[config.mk]
export PLATFORM = sky130hd
export DESIGN_NAME = alu_exec_unit
export DESIGN_NICKNAME = d
export VERILOG_FILES = /design/src/rtl/alu_exec_pkg.sv /design/src/rtl/alu_exec_decoder.sv /design/src/rtl/alu_exec_unit.sv
export SDC_FILE = /design/constraint.sdc
export NUM_CORES = 1
export LEC_CHECK = 0
export ABC_CLOCK_PERIOD_IN_PS = 3700
export BUFFER_PORTS_ARGS = -buffer_cell sky130_fd_sc_hd__buf_2
export CORE_UTILIZATION = 37
export DETAILED_ROUTE_END_ITERATION = 10
export PLACE_DENSITY = 0.61
export SLEW_MARGIN = 30
export SYNTH_ARGS = -nofsm -noshare
export SYNTH_HDL_FRONTEND = slang
export SYNTH_SLANG_ARGS = --single-unit
[constraint.sdc]
create_clock -name clk -period 3.7 [get_ports clk]
set_clock_uncertainty 0.2 [all_clocks]
set_input_delay 0.74 -clock clk [delete_from_list [all_inputs] [get_ports clk]]
set_output_delay 0.74 -clock clk [all_outputs]
set_load 0.1 [all_outputs]
[src/rtl/alu_exec_pkg.sv]
// alu_exec_pkg
// Shared definitions for the accumulator CPU execute slice:
//   - opcode_e     : the eight instruction opcodes, WAIT through NOP
//   - RE_*         : bit positions inside the reg_en source-select vector
//   - *_DEF / *_W  : default datapath, opcode and register-address widths
// Build option: none here. ALU_SAT_EN is consumed by alu_exec_unit.
package alu_exec_pkg;

   localparam int BUS_W_DEF      = 8;
   localparam int OPCODE_W       = 3;
   localparam int REG_ADDR_W_DEF = 2;

   // Each reg_en bit enables one ALU source. sw and data_a go to the X
   // operand; imm, data_b and the result feedback go to the Y operand.
   localparam int REG_EN_W   = 5;
   localparam int RE_SW      = 0;
   localparam int RE_DATA_A  = 1;
   localparam int RE_IMM     = 2;
   localparam int RE_DATA_B  = 3;
   localparam int RE_RESULT  = 4;

   typedef enum logic [OPCODE_W-1:0] {
      OP_WAIT = 3'b000,
      OP_LDI  = 3'b001,
      OP_INSW = 3'b010,
      OP_MOV  = 3'b011,
      OP_ADD  = 3'b100,
      OP_ADDI = 3'b101,
      OP_ACC  = 3'b110,
      OP_NOP  = 3'b111
   } opcode_e;

endpackage

[src/rtl/alu_exec_decoder.sv]
// alu_exec_decoder
// Purely combinational map from the instruction opcode to the execute-stage
// control signals.
// Ports:
//   opcode  in  instruction opcode field
//   add     out ALU adds X+Y instead of OR-ing them
//   pc_wait out instruction may stall the program counter
//   load    out ALU result register is updated
//   wr_res  out register-file write request (delayed by the top)
//   reg_en  out ALU source enables, bit map in alu_exec_pkg
module alu_exec_decoder
   import alu_exec_pkg::*;
(
   input  logic [OPCODE_W-1:0] opcode,
   output logic                add,
   output logic                pc_wait,
   output logic                load,
   output logic                wr_res,
   output logic [REG_EN_W-1:0] reg_en
);

   // Every output starts at 0 so WAIT and NOP only have to raise what they
   // need. Every opcode that loads the result register also writes it back.
   always_comb begin
      add     = 1'b0;
      pc_wait = 1'b0;
      load    = 1'b0;
      wr_res  = 1'b0;
      reg_en  = '0;
      case (opcode_e'(opcode))
         OP_WAIT: begin
            pc_wait = 1'b1;
         end
         OP_LDI: begin
            load           = 1'b1;
            wr_res         = 1'b1;
            reg_en[RE_IMM] = 1'b1;
         end
         OP_INSW: begin
            load          = 1'b1;
            wr_res        = 1'b1;
            reg_en[RE_SW] = 1'b1;
         end
         OP_MOV: begin
            load              = 1'b1;
            wr_res            = 1'b1;
            reg_en[RE_DATA_A] = 1'b1;
         end
         OP_ADD: begin
            add               = 1'b1;
            load              = 1'b1;
            wr_res            = 1'b1;
            reg_en[RE_DATA_A] = 1'b1;
            reg_en[RE_DATA_B] = 1'b1;
         end
         OP_ADDI: begin
            add               = 1'b1;
            load              = 1'b1;
            wr_res            = 1'b1;
            reg_en[RE_DATA_A] = 1'b1;
            reg_en[RE_IMM]    = 1'b1;
         end
         OP_ACC: begin
            add               = 1'b1;
            load              = 1'b1;
            wr_res            = 1'b1;
            reg_en[RE_DATA_A] = 1'b1;
            reg_en[RE_RESULT] = 1'b1;
         end
         default: begin
         end
      endcase
   end

endmodule

[src/rtl/alu_exec_unit.sv]
// alu_exec_unit
// Execute-stage slice of the accumulator CPU: opcode decode, the PC
// wait/stall condition, and a one-stage control pipeline that feeds a
// registered ALU.
// Ports:
//   clk, reset     rising-edge clock, synchronous active-high reset
//   opcode         instruction opcode
//   cond_sel       wait source select: 1 = pattern_match, 0 = ready_in
//   cond_inv       inverts the wait condition
//   ready_in       external ready level
//   pattern_match  ready rising-edge pulse
//   imm            instruction immediate
//   wr_addr_in     destination register address from the instruction
//   sw             switch value, present in the execute (ALU) cycle
//   data_a, data_b register-file read data, present in the execute cycle
//   pc_en          program-counter advance enable (combinational)
//   wr_en          register-file write enable, aligned with result
//   wr_addr_out    register-file write address, aligned with result
//   result         registered ALU result
// Build option: define ALU_SAT_EN to make additions saturate at all ones
// instead of wrapping.
module alu_exec_unit
   import alu_exec_pkg::*;
#(
   parameter int BUS_WIDTH      = BUS_W_DEF,
   parameter int OPCODE_WIDTH   = OPCODE_W,
   parameter int REG_ADDR_WIDTH = REG_ADDR_W_DEF
)(
   input  logic                      clk,
   input  logic                      reset,
   input  logic [OPCODE_WIDTH-1:0]   opcode,
   input  logic                      cond_sel,
   input  logic                      cond_inv,
   input  logic                      ready_in,
   input  logic                      pattern_match,
   input  logic [BUS_WIDTH-1:0]      imm,
   input  logic [REG_ADDR_WIDTH-1:0] wr_addr_in,
   input  logic [BUS_WIDTH-1:0]      sw,
   input  logic [BUS_WIDTH-1:0]      data_a,
   input  logic [BUS_WIDTH-1:0]      data_b,
   output logic                      pc_en,
   output logic                      wr_en,
   output logic [REG_ADDR_WIDTH-1:0] wr_addr_out,
   output logic [BUS_WIDTH-1:0]      result
);

   logic                      dec_add;
   logic                      dec_pc_wait;
   logic                      dec_load;
   logic                      dec_wr_res;
   logic [REG_EN_W-1:0]       dec_reg_en;

   logic [BUS_WIDTH-1:0]      s1_imm;
   logic                      s1_load;
   logic                      s1_add;
   logic [REG_EN_W-1:0]       s1_reg_en;

   logic                      wr_en_q1;
   logic [REG_ADDR_WIDTH-1:0] wr_addr_q1;

   logic                      wait_cond;
   logic [BUS_WIDTH-1:0]      alu_x;
   logic [BUS_WIDTH-1:0]      alu_y;
   logic [BUS_WIDTH-1:0]      alu_next;
`ifdef ALU_SAT_EN
   logic [BUS_WIDTH:0]        alu_sum;
`else
   logic [BUS_WIDTH-1:0]      alu_sum;
`endif

   alu_exec_decoder u_decoder (
      .opcode  (opcode),
      .add     (dec_add),
      .pc_wait (dec_pc_wait),
      .load    (dec_load),
      .wr_res  (dec_wr_res),
      .reg_en  (dec_reg_en)
   );

   // The PC stalls only on a WAIT whose selected condition, after the
   // optional inversion, is true. This path has no registers, so pc_en
   // follows its inputs even while reset is asserted.
   always_comb begin
      wait_cond = cond_sel ? pattern_match : ready_in;
      pc_en     = ~(dec_pc_wait & (wait_cond ^ cond_inv));
   end

   // The ALU uses the controls registered in stage 1 and the operands
   // that arrive in the same execute cycle. The result feedback is the
   // register output itself, so back-to-back ACC instructions chain with
   // no bubble. A disabled source contributes zero to its OR.
   always_comb begin
      alu_x = '0;
      alu_y = '0;
      if (s1_reg_en[RE_SW])     alu_x = alu_x | sw;
      if (s1_reg_en[RE_DATA_A]) alu_x = alu_x | data_a;
      if (s1_reg_en[RE_IMM])    alu_y = alu_y | s1_imm;
      if (s1_reg_en[RE_DATA_B]) alu_y = alu_y | data_b;
      if (s1_reg_en[RE_RESULT]) alu_y = alu_y | result;
`ifdef ALU_SAT_EN
      alu_sum = {1'b0, alu_x} + {1'b0, alu_y};
      if (s1_add) begin
         alu_next = alu_sum[BUS_WIDTH] ? '1 : alu_sum[BUS_WIDTH-1:0];
      end else begin
         alu_next = alu_x | alu_y;
      end
`else
      alu_sum = alu_x + alu_y;
      if (s1_add) begin
         alu_next = alu_sum;
      end else begin
         alu_next = alu_x | alu_y;
      end
`endif
   end

   // Stage 1 captures the decoded controls and the immediate. The write
   // strobe and address travel through two stages so they line up with
   // the result they describe. Reset clears every stage, which discards
   // any instruction that is in flight.
   always_ff @(posedge clk) begin
      if (reset) begin
         s1_imm      <= '0;
         s1_load     <= 1'b0;
         s1_add      <= 1'b0;
         s1_reg_en   <= '0;
         wr_en_q1    <= 1'b0;
         wr_addr_q1  <= '0;
         wr_en       <= 1'b0;
         wr_addr_out <= '0;
         result      <= '0;
      end else begin
         s1_imm      <= imm;
         s1_load     <= dec_load;
         s1_add      <= dec_add;
         s1_reg_en   <= dec_reg_en;
         wr_en_q1    <= dec_wr_res;
         wr_addr_q1  <= wr_addr_in;
         wr_en       <= wr_en_q1;
         wr_addr_out <= wr_addr_q1;
         if (s1_load) begin
            result <= alu_next;
         end
      end
   end

endmodule

==> metrics <==
final WL between 3000 and 4000 um; Top cell by count, worst path inv_1; cell-by-cell trace of the critical path a222oi_1 -> inv_1 -> ha_1 -> inv_1 -> fa_1 -> and2b_1 -> o2111ai_1 -> nand4b_1 -> xnor2_1 -> a311oi_1; post-route minimum period about 2.6 ns; fin cells ~270; vias between 1000 and 1500; setup ws final between 1 and 1.5 ns; Initial Utilization 0.387; CTS tree yes; setup bufs post-CTS 0; CTS Hold Buffers Added 0; design area around 1900 um^2; dpl hpwl 2590 um; Resize count post-CTS 0; CTS Buf Count 3; die width 66.7 um; ys flop type dfxtp_1; vias per inst 5.14; Post-Syn Nets roughly 230; synthesized area per cell approximately 8.9 um^2; Clock Latency Late Sink 0.27 ns; DP Area between 1500 and 2000 um^2; largest net degree at the start of global routing 27; Startpoint Class flip-flop; diodes inserted 0; Die Ht between 60 and 70 um; root buf cell clkbuf_8; first-pass GRT wire length 5660 um; final count of negative-setup-slack endpoints 0; Synth-to-Final Area Change 21.5%; Max-slew headroom 0.553; status finished, final reports clean; GRT Total Usage 0.172; Power Dens Cells 355 nW/um^2; CTS H-tree lvls 1; Placed Cells incl. Taps 268; Residual DRC 0; share of post-route cells with drive strength above 1 0.267; Peak Freq roughly 380 MHz; CP delay by family, top compound AO/OA/AOI/OAI gates; adder-cell area share of the yosys netlist 0.134; DP Worst Slack 0.786 ns; Post-Synth XOR/XNOR Area 0.0283; Post-synth ARST share 0; number of max-cap violations 0; core area approximately 4000 um^2; Clk pin slew, worst setup/hold paths approximately 0.09 ns; Max IR drop VDD around 240 uV; leading area contributor after synthesis dfxtp_1; Static Leakage approximately 0.90 nW; HP Class reg2reg; Finished Core Util 0.470; Slew @ Worst Pin 0.669 ns; cell count after synthesis ~170; EDFF count, synth 0; slowest CP cell a222oi_1; synth unique cells 33; grt total ovfl 0; Hold Slack roughly 0.24 ns; Mapped Area about 1500 um^2; synth warn 0; Critical Path Max Stage Delay 0.48 ns; setup TNS 0 ns; count of final hold-check violations 0; vias in the first global route 1247; commonest non-fill, non-tap cell in the layout buf_2; commonest cells after routing, fill and taps aside buf_2, dfxtp_1, inv_1; crit share post-route 0.713; CTS sink count 28; post-synthesis register bit count 28; Buf/Inv on CP 2; Synth Area in Compound Gates 0.203; post-synthesis mux area share 0.0323; WL per Instance between 10 and 15 um; Synth area leaders dfxtp_1, ha_1, nor2b_1; DRT Pass-1 Iters 5; crit path DAT about 2.6 ns; Simple-Gate Fraction of Synth Area 0.173; WP data required around 3.7 ns; main combinational cell family by area after synthesis compound AO/OA/AOI/OAI gates; kind of critical path reg2reg; initial antenna violation count 0; CP Max Fanout 8; Detailed Route Iter0 Violations 57; Top Ports 55; Final #Nets around 280; CTS Buffer Depth 2; Final Slew Violations 0; Power, Total 0.668 mW; FP Rows 23; post-route antenna net violation count 0; Buffers on Ports between 50 and 60; routability-driven placement congestion ratio just under 0.8; die area approximately 4400 um^2; Synth top area share 0.362; Setup crit end kind flip-flop; register area share after synthesis 0.362; RSZ-0062 raised after global routing false
## worst register-to-register path, stage by stage (launching register included)
cell       delay (ns)
dfxtp_1          0.43
a222oi_1         0.48
inv_1            0.08
ha_1             0.22
inv_1            0.07
fa_1             0.19
and2b_1          0.20
o2111ai_1        0.17
nand4b_1         0.13
xnor2_1          0.14
a311oi_1         0.25
## Yosys cell counts, drive strengths merged (2+ instances only)
| library cell | count |
|---|---|
| clkbuf | 7 |
| a22o | 7 |
| ha | 15 |
| mux2i | 5 |
| nor2b | 13 |
| a21oi | 6 |
| nor2 | 16 |
| a311oi | 2 |
| nand2 | 6 |
| xor2 | 2 |
| inv | 17 |
| nand4b | 2 |
| nand2b | 4 |
| dfxtp | 28 |
| a31oi | 2 |
| a222oi | 8 |
| nor3 | 7 |
| a211oi | 4 |
| xnor2 | 3 |
| o21ai | 6 |
| buf | 3 |
## cell families (layout without fill, tap and decap cells)
kind of cell	after synthesis	count (layout)
AND/OR/NAND/NOR	52	52
buffers and inverters	27	74
XOR/XNOR	5	5
AO/OA/AOI/OAI	41	41
adder cells (fa/ha/maj)	16	16
multiplexers	5	5
flip-flops	28	28
## area by class of cell
class	count	area (um^2)
fillers	409	2120
multi-input cells	119	883
inverters	17	63.8
clock buffers	3	41.3
repair buffers	54	270
flip-flops and latches	28	561
well taps	50	62.6
## registers in the layout, indices dropped and copies added (netlist names)
name	cells
result	8
s1_imm	8
wr_en	1
wr_addr_q1	2
wr_addr_out	2
s1_add	1
wr_en_q1	1
s1_reg_en	5
## where the power goes
part | internal [mW] | switching, mW | leakage (nW)
Combinational | 0.0579 | 0.109 | 0.652
Sequential | 0.319 | 0.0204 | 0.231
Clock | 0.0730 | 0.0888 | 0.0216
## path summary, 6_finish.rpt
| kind | start | endpoint | slack (ns) | cells past startpoint |
|---|---|---|---|---|
| min | wr_addr_q1[1] | wr_addr_out[1] | 0.24 | 1 |
| max reg2reg | s1_reg_en[4] | result[6] | 1.06 | 10 |
| max | s1_reg_en[4] | result[6] | 1.06 | 10 |
| min reg2reg | wr_addr_q1[1] | wr_addr_out[1] | 0.24 | 1 |
## metal layers
| metal | global-route usage | vias to the layer above | part of all wire |
|---|---|---|---|
| met3 | 0.0462 | 4 | 0.054 |
| li1 | - | 709 | - |
| met1 | 0.213 | 640 | 0.48 |
| met4 | 0.0532 | 0 | 0.012 |
| met2 | 0.288 | 40 | 0.46 |
| met5 | 0 | - | 0 |
No activity file was read; power rests on OpenSTA's default activity.
